--- src/rtl/arith_core.sv ---
// Arithmetic execution core: single-cycle ADD/SUB, iterative shift-add MUL and
// restoring DIV, with a ready/busy handshake towards the register slave.
module arith_core #(
    parameter int WIDTH = 32,
    parameter int CNT_W = 6
) (
    input  logic             clk,
    input  logic             reset,
    input  logic [WIDTH-1:0] num1,
    input  logic [WIDTH-1:0] num2,
    input  logic [1:0]       instruction,
    input  logic             start,
    output logic [WIDTH-1:0] result,
    output logic             ready,
    output logic             busy,
    output logic             overflow,
    output logic             div_by_zero
);

    localparam logic [1:0] OP_ADD = 2'b00;
    localparam logic [1:0] OP_SUB = 2'b01;
    localparam logic [1:0] OP_MUL = 2'b10;
    localparam logic [1:0] OP_DIV = 2'b11;

    localparam logic [CNT_W-1:0] LAST_CNT = CNT_W'(WIDTH - 1);

    typedef enum logic [1:0] {IDLE, CALC, DONE} state_t;

    state_t             state;
    logic [1:0]         op;
    logic [CNT_W-1:0]   cnt;

    logic [2*WIDTH-1:0] acc;
    logic [2*WIDTH-1:0] mcand;
    logic [WIDTH-1:0]   mplier;

    logic [WIDTH-1:0]   rem;
    logic [WIDTH-1:0]   quo;
    logic [WIDTH-1:0]   divisor;

    logic [WIDTH:0]     add_full;
    logic [WIDTH:0]     sub_full;
    logic [2*WIDTH-1:0] acc_nxt;
    logic [WIDTH:0]     div_shift;
    logic [WIDTH:0]     div_diff;
    logic               div_ge;
    logic [WIDTH-1:0]   rem_nxt;
    logic [WIDTH-1:0]   quo_nxt;

    always_comb begin
        add_full = {1'b0, num1} + {1'b0, num2};
        sub_full = {1'b0, num1} - {1'b0, num2};
        acc_nxt  = mplier[0] ? (acc + mcand) : acc;
        // Remainder stays below the divisor, so a negative trial difference
        // always shows up as a set top bit of the WIDTH+1 wide result.
        div_shift = {rem, quo[WIDTH-1]};
        div_diff  = div_shift - {1'b0, divisor};
        div_ge    = ~div_diff[WIDTH];
        rem_nxt   = div_ge ? div_diff[WIDTH-1:0] : div_shift[WIDTH-1:0];
        quo_nxt   = {quo[WIDTH-2:0], div_ge};
    end

    always_ff @(posedge clk) begin
        if (reset) begin
            state       <= IDLE;
            op          <= OP_ADD;
            cnt         <= '0;
            acc         <= '0;
            mcand       <= '0;
            mplier      <= '0;
            rem         <= '0;
            quo         <= '0;
            divisor     <= '0;
            result      <= '0;
            ready       <= 1'b0;
            busy        <= 1'b0;
            overflow    <= 1'b0;
            div_by_zero <= 1'b0;
        end else begin
            case (state)
                IDLE: begin
                    if (start) begin
                        op          <= instruction;
                        ready       <= 1'b0;
                        overflow    <= 1'b0;
                        div_by_zero <= 1'b0;
                        cnt         <= '0;
                        case (instruction)
                            OP_ADD: begin
                                result   <= add_full[WIDTH-1:0];
                                overflow <= add_full[WIDTH];
                                state    <= DONE;
                            end
                            OP_SUB: begin
                                result   <= sub_full[WIDTH-1:0];
                                overflow <= sub_full[WIDTH];
                                state    <= DONE;
                            end
                            OP_MUL: begin
                                acc    <= '0;
                                mcand  <= {{WIDTH{1'b0}}, num1};
                                mplier <= num2;
                                busy   <= 1'b1;
                                state  <= CALC;
                            end
                            default: begin
                                rem     <= '0;
                                quo     <= num1;
                                divisor <= num2;
                                busy    <= 1'b1;
                                state   <= CALC;
                            end
                        endcase
                    end
                end

                CALC: begin
                    cnt <= cnt + 1'b1;
                    if (op == OP_MUL) begin
                        acc    <= acc_nxt;
                        mcand  <= mcand << 1;
                        mplier <= mplier >> 1;
                        if (cnt == LAST_CNT) begin
                            result   <= acc_nxt[WIDTH-1:0];
                            overflow <= |acc_nxt[2*WIDTH-1:WIDTH];
                            state    <= DONE;
                        end
                    end else if (divisor == '0) begin
                        result      <= '1;
                        div_by_zero <= 1'b1;
                        state       <= DONE;
                    end else begin
                        rem <= rem_nxt;
                        quo <= quo_nxt;
                        if (cnt == LAST_CNT) begin
                            result <= quo_nxt;
                            state  <= DONE;
                        end
                    end
                end

                DONE: begin
                    ready <= 1'b1;
                    busy  <= 1'b0;
                    state <= IDLE;
                end

                default: state <= IDLE;
            endcase
        end
    end

endmodule
--- config.mk ---
export PLATFORM = sky130hd
export DESIGN_NAME = arith_core
export DESIGN_NICKNAME = d
export VERILOG_FILES = /design/src/rtl/arith_core.sv
export SDC_FILE = /design/constraint.sdc
export NUM_CORES = 1
export LEC_CHECK = 0
export ABC_AREA = 0
export BUFFER_PORTS_ARGS = -buffer_cell sky130_fd_sc_hd__buf_2
export CAP_MARGIN = 20
export CORE_MARGIN = 2
export CORE_UTILIZATION = 40
export CTS_BUF_LIST = sky130_fd_sc_hd__clkbuf_8
export CTS_CLUSTER_DIAMETER = 60
export DETAILED_ROUTE_END_ITERATION = 8
export PLACE_DENSITY = 0.55
export SYNTH_ARGS = -nofsm -noshare
export SYNTH_HDL_FRONTEND = slang
export SYNTH_SLANG_ARGS = --single-unit
--- constraint.sdc ---
create_clock -name clk -period 9.5 [get_ports clk]
set_input_delay 0.475 -clock clk [delete_from_list [all_inputs] [get_ports clk]]
set_output_delay 0.475 -clock clk [all_outputs]
set_load 0.05 [all_outputs]
After elaboration in Yosys (flattened, before gate mapping). Cells that the tools add are included.

Bits in registers: 302. Input port bits: 69. Output and inout port bits: 36. Word-level logic and storage cells: 109.

$add $sub $neg: 5. Eq/ne operators: 18. Mux-type cells: 52. Bitwise gates (word level): 2. Reductions and logical operators: 18.

Operators with widths (count): 32-bit 2-to-1 mux (17); 64-bit 2-to-1 mux (7); 32-bit case mux with 2 select lines (5); 64-bit case mux with 2 select lines (2); 64-bit adder (1); 32-bit by 32-bit adder with 33-bit output (1); 32-bit by 32-bit subtractor with 33-bit output (1); 33-bit by 32-bit subtractor with 33-bit output (1); 32-bit logical NOT (1); 32-bit OR reduction (1); 2-bit inequality test (second input constant) (8); 6-bit case mux with 2 select lines (1); 4-bit AND reduction (3); 2-bit 2-to-1 mux (5); 1-bit case mux with 2 select lines (5); 5-bit AND reduction (2); 1-bit 2-to-1 mux (8); 6-bit by 1-bit adder with 6-bit output (second input constant) (1); 2-bit == test (second input constant) (3); 6-bit by 5-bit == test with 1-bit output (second input constant) (1); 6-bit 2-to-1 mux (1); 3-bit inequality test (second input constant) (2); 2-bit AND reduction (3); 3-bit AND reduction (2); 9 further kinds (13).

Depth between registers and ports, before layout.
Depth in word-level cells: 6. Gate-level depth with buffers: 16. Depth with buffers taken out: 15.

Worst setup path after synthesis. OpenSTA, ideal clock, no wires.

Path type: register -> register. Start point: reg acc[0]. End point: reg overflow. Data arrival time: 3.298 ns. Slack: 6.087 ns. Cell stages (with the launch flop): 16. Buffers on the path: 0. Cell sequence: dfxtp_1 -> ha_1 -> inv_1 -> fa_1 -> nor2b_1 -> o2111a_1 -> o21a_1 -> o21ai_1 -> and4_1 -> o31ai_1 -> a31oi_1 -> xnor2_1 -> o41ai_1 -> nor4b_1 -> nand4_1 -> o21a_1.

Longest elaborated chain between the ends: 6.

RTL lines: start, declared (RTL line 33) `logic [2*WIDTH-1:0] acc;`; start signal, assigned (RTL line 120) `acc <= acc_nxt;`; 64-bit adder (RTL line 53) `acc_nxt = mplier[0] ? (acc + mcand) : acc;`; 64-bit 2-to-1 mux (RTL line 53); 32-bit OR reduction (RTL line 125) `overflow <= |acc_nxt[2*WIDTH-1:WIDTH];`; 1-bit 2-to-1 mux (RTL line 123) `if (cnt == LAST_CNT) begin`; 1-bit 2-to-1 mux (RTL line 119) `if (op == OP_MUL) begin`; 1-bit case mux with 2 select lines (RTL line 80) `case (state)`; end signal, assigned (RTL line 91) `overflow <= add_full[WIDTH];`; end signal, assigned (RTL line 96) `overflow <= sub_full[WIDTH];`; end signal, assigned (RTL line 125); end, declared (RTL line 16) `output logic overflow,`.

Every way passes these cells. The select of a mux whose other input is x is not followed. A chain may end at the register's enable or synchronous reset.

Final worst setup path.
Start point: reg mcand[0]. End point: reg overflow.

Longest elaborated chain between the ends: 6.

RTL lines: start, declared (RTL line 34) `logic [2*WIDTH-1:0] mcand;`; start signal, assigned (RTL line 101) `mcand <= {{WIDTH{1'b0}}, num1};`; start signal, assigned (RTL line 121) `mcand <= mcand << 1;`; 64-bit adder (RTL line 53); 64-bit 2-to-1 mux (RTL line 53); 32-bit OR reduction (RTL line 125); 1-bit 2-to-1 mux (RTL line 123); 1-bit 2-to-1 mux (RTL line 119); 1-bit case mux with 2 select lines (RTL line 80).

Every way passes these cells. The select of a mux whose other input is x is not followed.

==> flow_metrics.py <==
metrics = {
    "synthesis": {
        "yosysWarnings": 0,
        "netlist_area_um2": 21490,
        "avgSynthCellArea_um2": 7.353,
        "synth-seq-area-share_pct": 28.13,
        "ys_types": 84,
        "syn-instance-count": 2923,
        "ys.flop_type": "dfxtp_1",
        "syn_nets": 3156,
        "synth_seq_cells": 302,
        "synth_edf_count": 0,
        "synthArstFlopShare_pct": 0,
    },
    "finish": {
        "final_common_cell": "nand2_1",
        "area_growth_pct": 10.93,
        "nets": 3159,
        "final_util_pct": 45.10,
        "mostFrequentLayoutCells": "nand2_1 (431), nor2_1 (332), dfxtp_1 (301)",
        "drive_gt1_share_pct": 9.452,
    },
    "cts": {
        "postCtsSetupBuffers": 0,
        "cts-htree-levels": 2,
        "cts_sinks": 302,
        "numCtsBuffers": 59,
        "postCtsResizedCells": 0,
        "cts_tree": "built",
        "hold_buffers": 0,
        "cts.path.max_buffers": 3,
        "clk_pin_slew_ns": 0.07,
        "worst_skew_pair.late_latency_ns": 0.71,
        "cts_root_buffer": "clkbuf_8",
    },
    "sta": {
        "slew_viol_final": 0,
        "hold-worst-slack_ns": 0.05497,
        "setup_ws_ns": 4.962,
        "max-slew-margin-rel_pct": 32.89,
        "setup_viol": 0,
        "period_minus_slack_ns": 4.538,
        "hold_viol": 0,
        "finalClockSkew_ns": 0.04259,
        "worst_pin_slew_ns": 1.007,
        "fin_crit_sh_pct": 47.76,
        "max_freq_mhz": 220.4,
        "tns_ns": 0,
        "rsz0062_at_grt": "no",
    },
    "power_and_ir_drop": {
        "p_int_w": 0.002574,
        "p_switching_w": 0.001433,
        "power_frac_seq_pct": 34.8,
        "max-vdd-ir-drop_mv": 0.1270,
        "power-per-cell-area_nw_per_um2": 168.1,
        "design_power_total_w": 0.004008,
        "clockPowerShare_pct": 38.1,
        "pwr-share-comb_pct": 27.2,
        "leakage_nw": 9.598,
        "switching_share_pct": 35.77,
    },
    "global_routing": {
        "track_usage_pct": 26.55,
        "busiest_layer": "met2",
        "grt_pass1_wl_um": 116900,
        "grt_max_degree": 87,
        "met2_usage_pct": 40.87,
        "antenna_found_initial": 1,
        "use_met1_pct": 36.73,
        "gr-total-overflow": 0,
        "grtUsageMet3_pct": 4.365,
        "grt_pass1_vias": 19970,
    },
    "outcome": {
        "outcome": "finished, final reports clean",
    },
    "setup_path": {
        "r2r-end": "overflow$_SDFFE_PP0P_",
        "cp-end-kind": "flop",
        "path_cells": "ha_1 -> inv_1 -> fa_1 -> nor2b_1 -> o2111a_1 -> o21a_1 -> o21ai_1 -> and4_1 -> o31ai_1 -> a31oi_1 -> xnor2_1 -> o41ai_1 -> nor4b_1 -> nand4_1 -> o21a_1",
        "cp-start-kind": "flop",
        "rrSetupSlack_ns": 4.96,
        "required_ns": 10.08,
        "r2r_cells": 15,
        "crit_top_cell": "o21a_1",
        "crit_type": "reg2reg",
        "cp_slowest_cell": "o31ai_1",
        "path_max_fanout": 4,
        "slowest_delay_ns": 0.82,
        "r2r-start": "mcand[0]$_SDFFE_PP0P_",
        "arrival_ns": 5.12,
    },
    "place": {
        "pre_cts_ws_ns": 5.095,
        "dp_hpwl_um": 56380,
        "place_congestion": 0.9289,
        "portBuffers": 104,
    },
    "routing": {
        "drcViolationCount": 0,
        "firstDrtPassIters": 6,
        "vias": 21600,
        "drt_wl_total_um": 76720,
        "viasPerCell": 5.897,
        "wire_per_inst_um": 20.95,
        "drtIter0Drc": 1688,
        "antenna_left": 0,
    },
    "worst_hold_path": {
        "hp-start": "num2[3]",
        "holdPathStages": 3,
        "whs_endpoint": "divisor[3]$_SDFFE_PP0P_",
        "min_path_type": "in2reg",
    },
    "floorplan": {
        "die_width_um": 235.8,
        "rows": 84,
        "pin_count": 105,
        "start_util_pct": 40.66,
        "die_area_um2": 55600,
        "coreArea_um2": 52870,
        "die_height_um": 235.8,
    },
    "run": {
        "cap_viol_max_count": 0,
    },
}
[per-stage QoR]
stage / cell area [um2] / cells
after floorplan: 21490 / 2923
after global placement: 22410 / 3551
after detailed placement: 22440 / 3552
after CTS: 23810 / 3660
after global routing: 23840 / 3661
final: 23840 / 3662
[area by class of cell]
type	instances	area, um2
Tap cell	688	860.8
Inverter	121	454.2
Fill cell	5417	29020
Clock inverter	30	300.3
Clock buffer	78	1074
Sequential cell	302	6047
Timing Repair Buffer	130	764.5
Antenna cell	1	2.502
Multi-Input combinational cell	2312	14340
[cells by family after synthesis]
logic type	Yosys count	synth area share, %
adders and majority gates	164	9.687
and+or+nand+nor	1125	23.26
buffers and inverters	309	5.519
muxes	48	2.276
DFF	302	28.13
xor gates and xnor gates	101	4.116
AOI/OAI and AO/OA	874	27.02
[cell usage after synthesis (all sizes together) (32+ instances only)]
library cell,instances,area [um2]
inv,121,454.2
a311oi,67,586.8
a21o,57,427.9
a21oi,227,1151
nor3,87,455.4
buf,35,156.4
clkbuf,153,575.6
o21ai,168,840.8
nor2,338,1269
a31oi,51,319.1
dfxtp,302,6046
nand3,78,400.4
ha,160,2002
xnor2,70,613.1
nand2,431,1618
nand4,32,206.5
mux2i,41,410.4
a22oi,47,352.8
a211oi,35,267.8
[sequential cells by signal (all words and copies together), names as in the netlist]
register,flops
acc,64
busy,1
cnt,6
div_by_zero,1
divisor,32
mcand,64
mplier,32
op,2
overflow,1
quo,32
ready,1
rem,32
result,32
state,2
[power by group through the flow]
| stage | logic (W) | registers [W] | clock network (W) |
|---|---|---|---|
| 2_1_floorplan | 0.000704 | 0.00148 | 0 |
| 3_3_place_gp | 0.00107 | 0.00142 | 0 |
| 3_5_place_dp | 0.00107 | 0.00142 | 0 |
| 4_1_cts | 0.00108 | 0.00139 | 0.00156 |
| 5_1_grt | 0.00119 | 0.00140 | 0.00161 |
| 6_report | 0.00109 | 0.00139 | 0.00153 |
[worst max-delay path by stage]
stage	start	slack, ns	end	cells after the start
4_1_cts	mcand[0]$_SDFFE_PP0P_	5.06	overflow$_SDFFE_PP0P_	15
3_3_place_gp	acc[0]$_SDFFE_PP0P_	5.16	overflow$_SDFFE_PP0P_	15
2_1_floorplan	acc[0]$_SDFFE_PP0P_	6.09	overflow$_SDFFE_PP0P_	15
3_5_place_dp	mcand[0]$_SDFFE_PP0P_	5.09	overflow$_SDFFE_PP0P_	15
6_report	mcand[0]$_SDFFE_PP0P_	4.96	overflow$_SDFFE_PP0P_	15
5_1_grt	mcand[0]$_SDFFE_PP0P_	4.82	overflow$_SDFFE_PP0P_	15
[critical path, delay by kind of cell, from the launching register on]
kind                       cells  cell delay (ns)
and+or+nand+nor                4             0.90
adders and majority gates      2             0.62
DFF                            1             0.36
buffers and inverters          1             0.07
xor gates and xnor gates       1             0.19
AOI/OAI and AO/OA              7             2.30
[metal layers]
metal / vias to the layer above / share of wire (%)
li1: 10520 / -
met1: 10230 / 46
met2: 717 / 43
met3: 127 / 6.5
met4: 2 / 4.0
met5: - / 0.013
(Power assumes the default switching activity.)
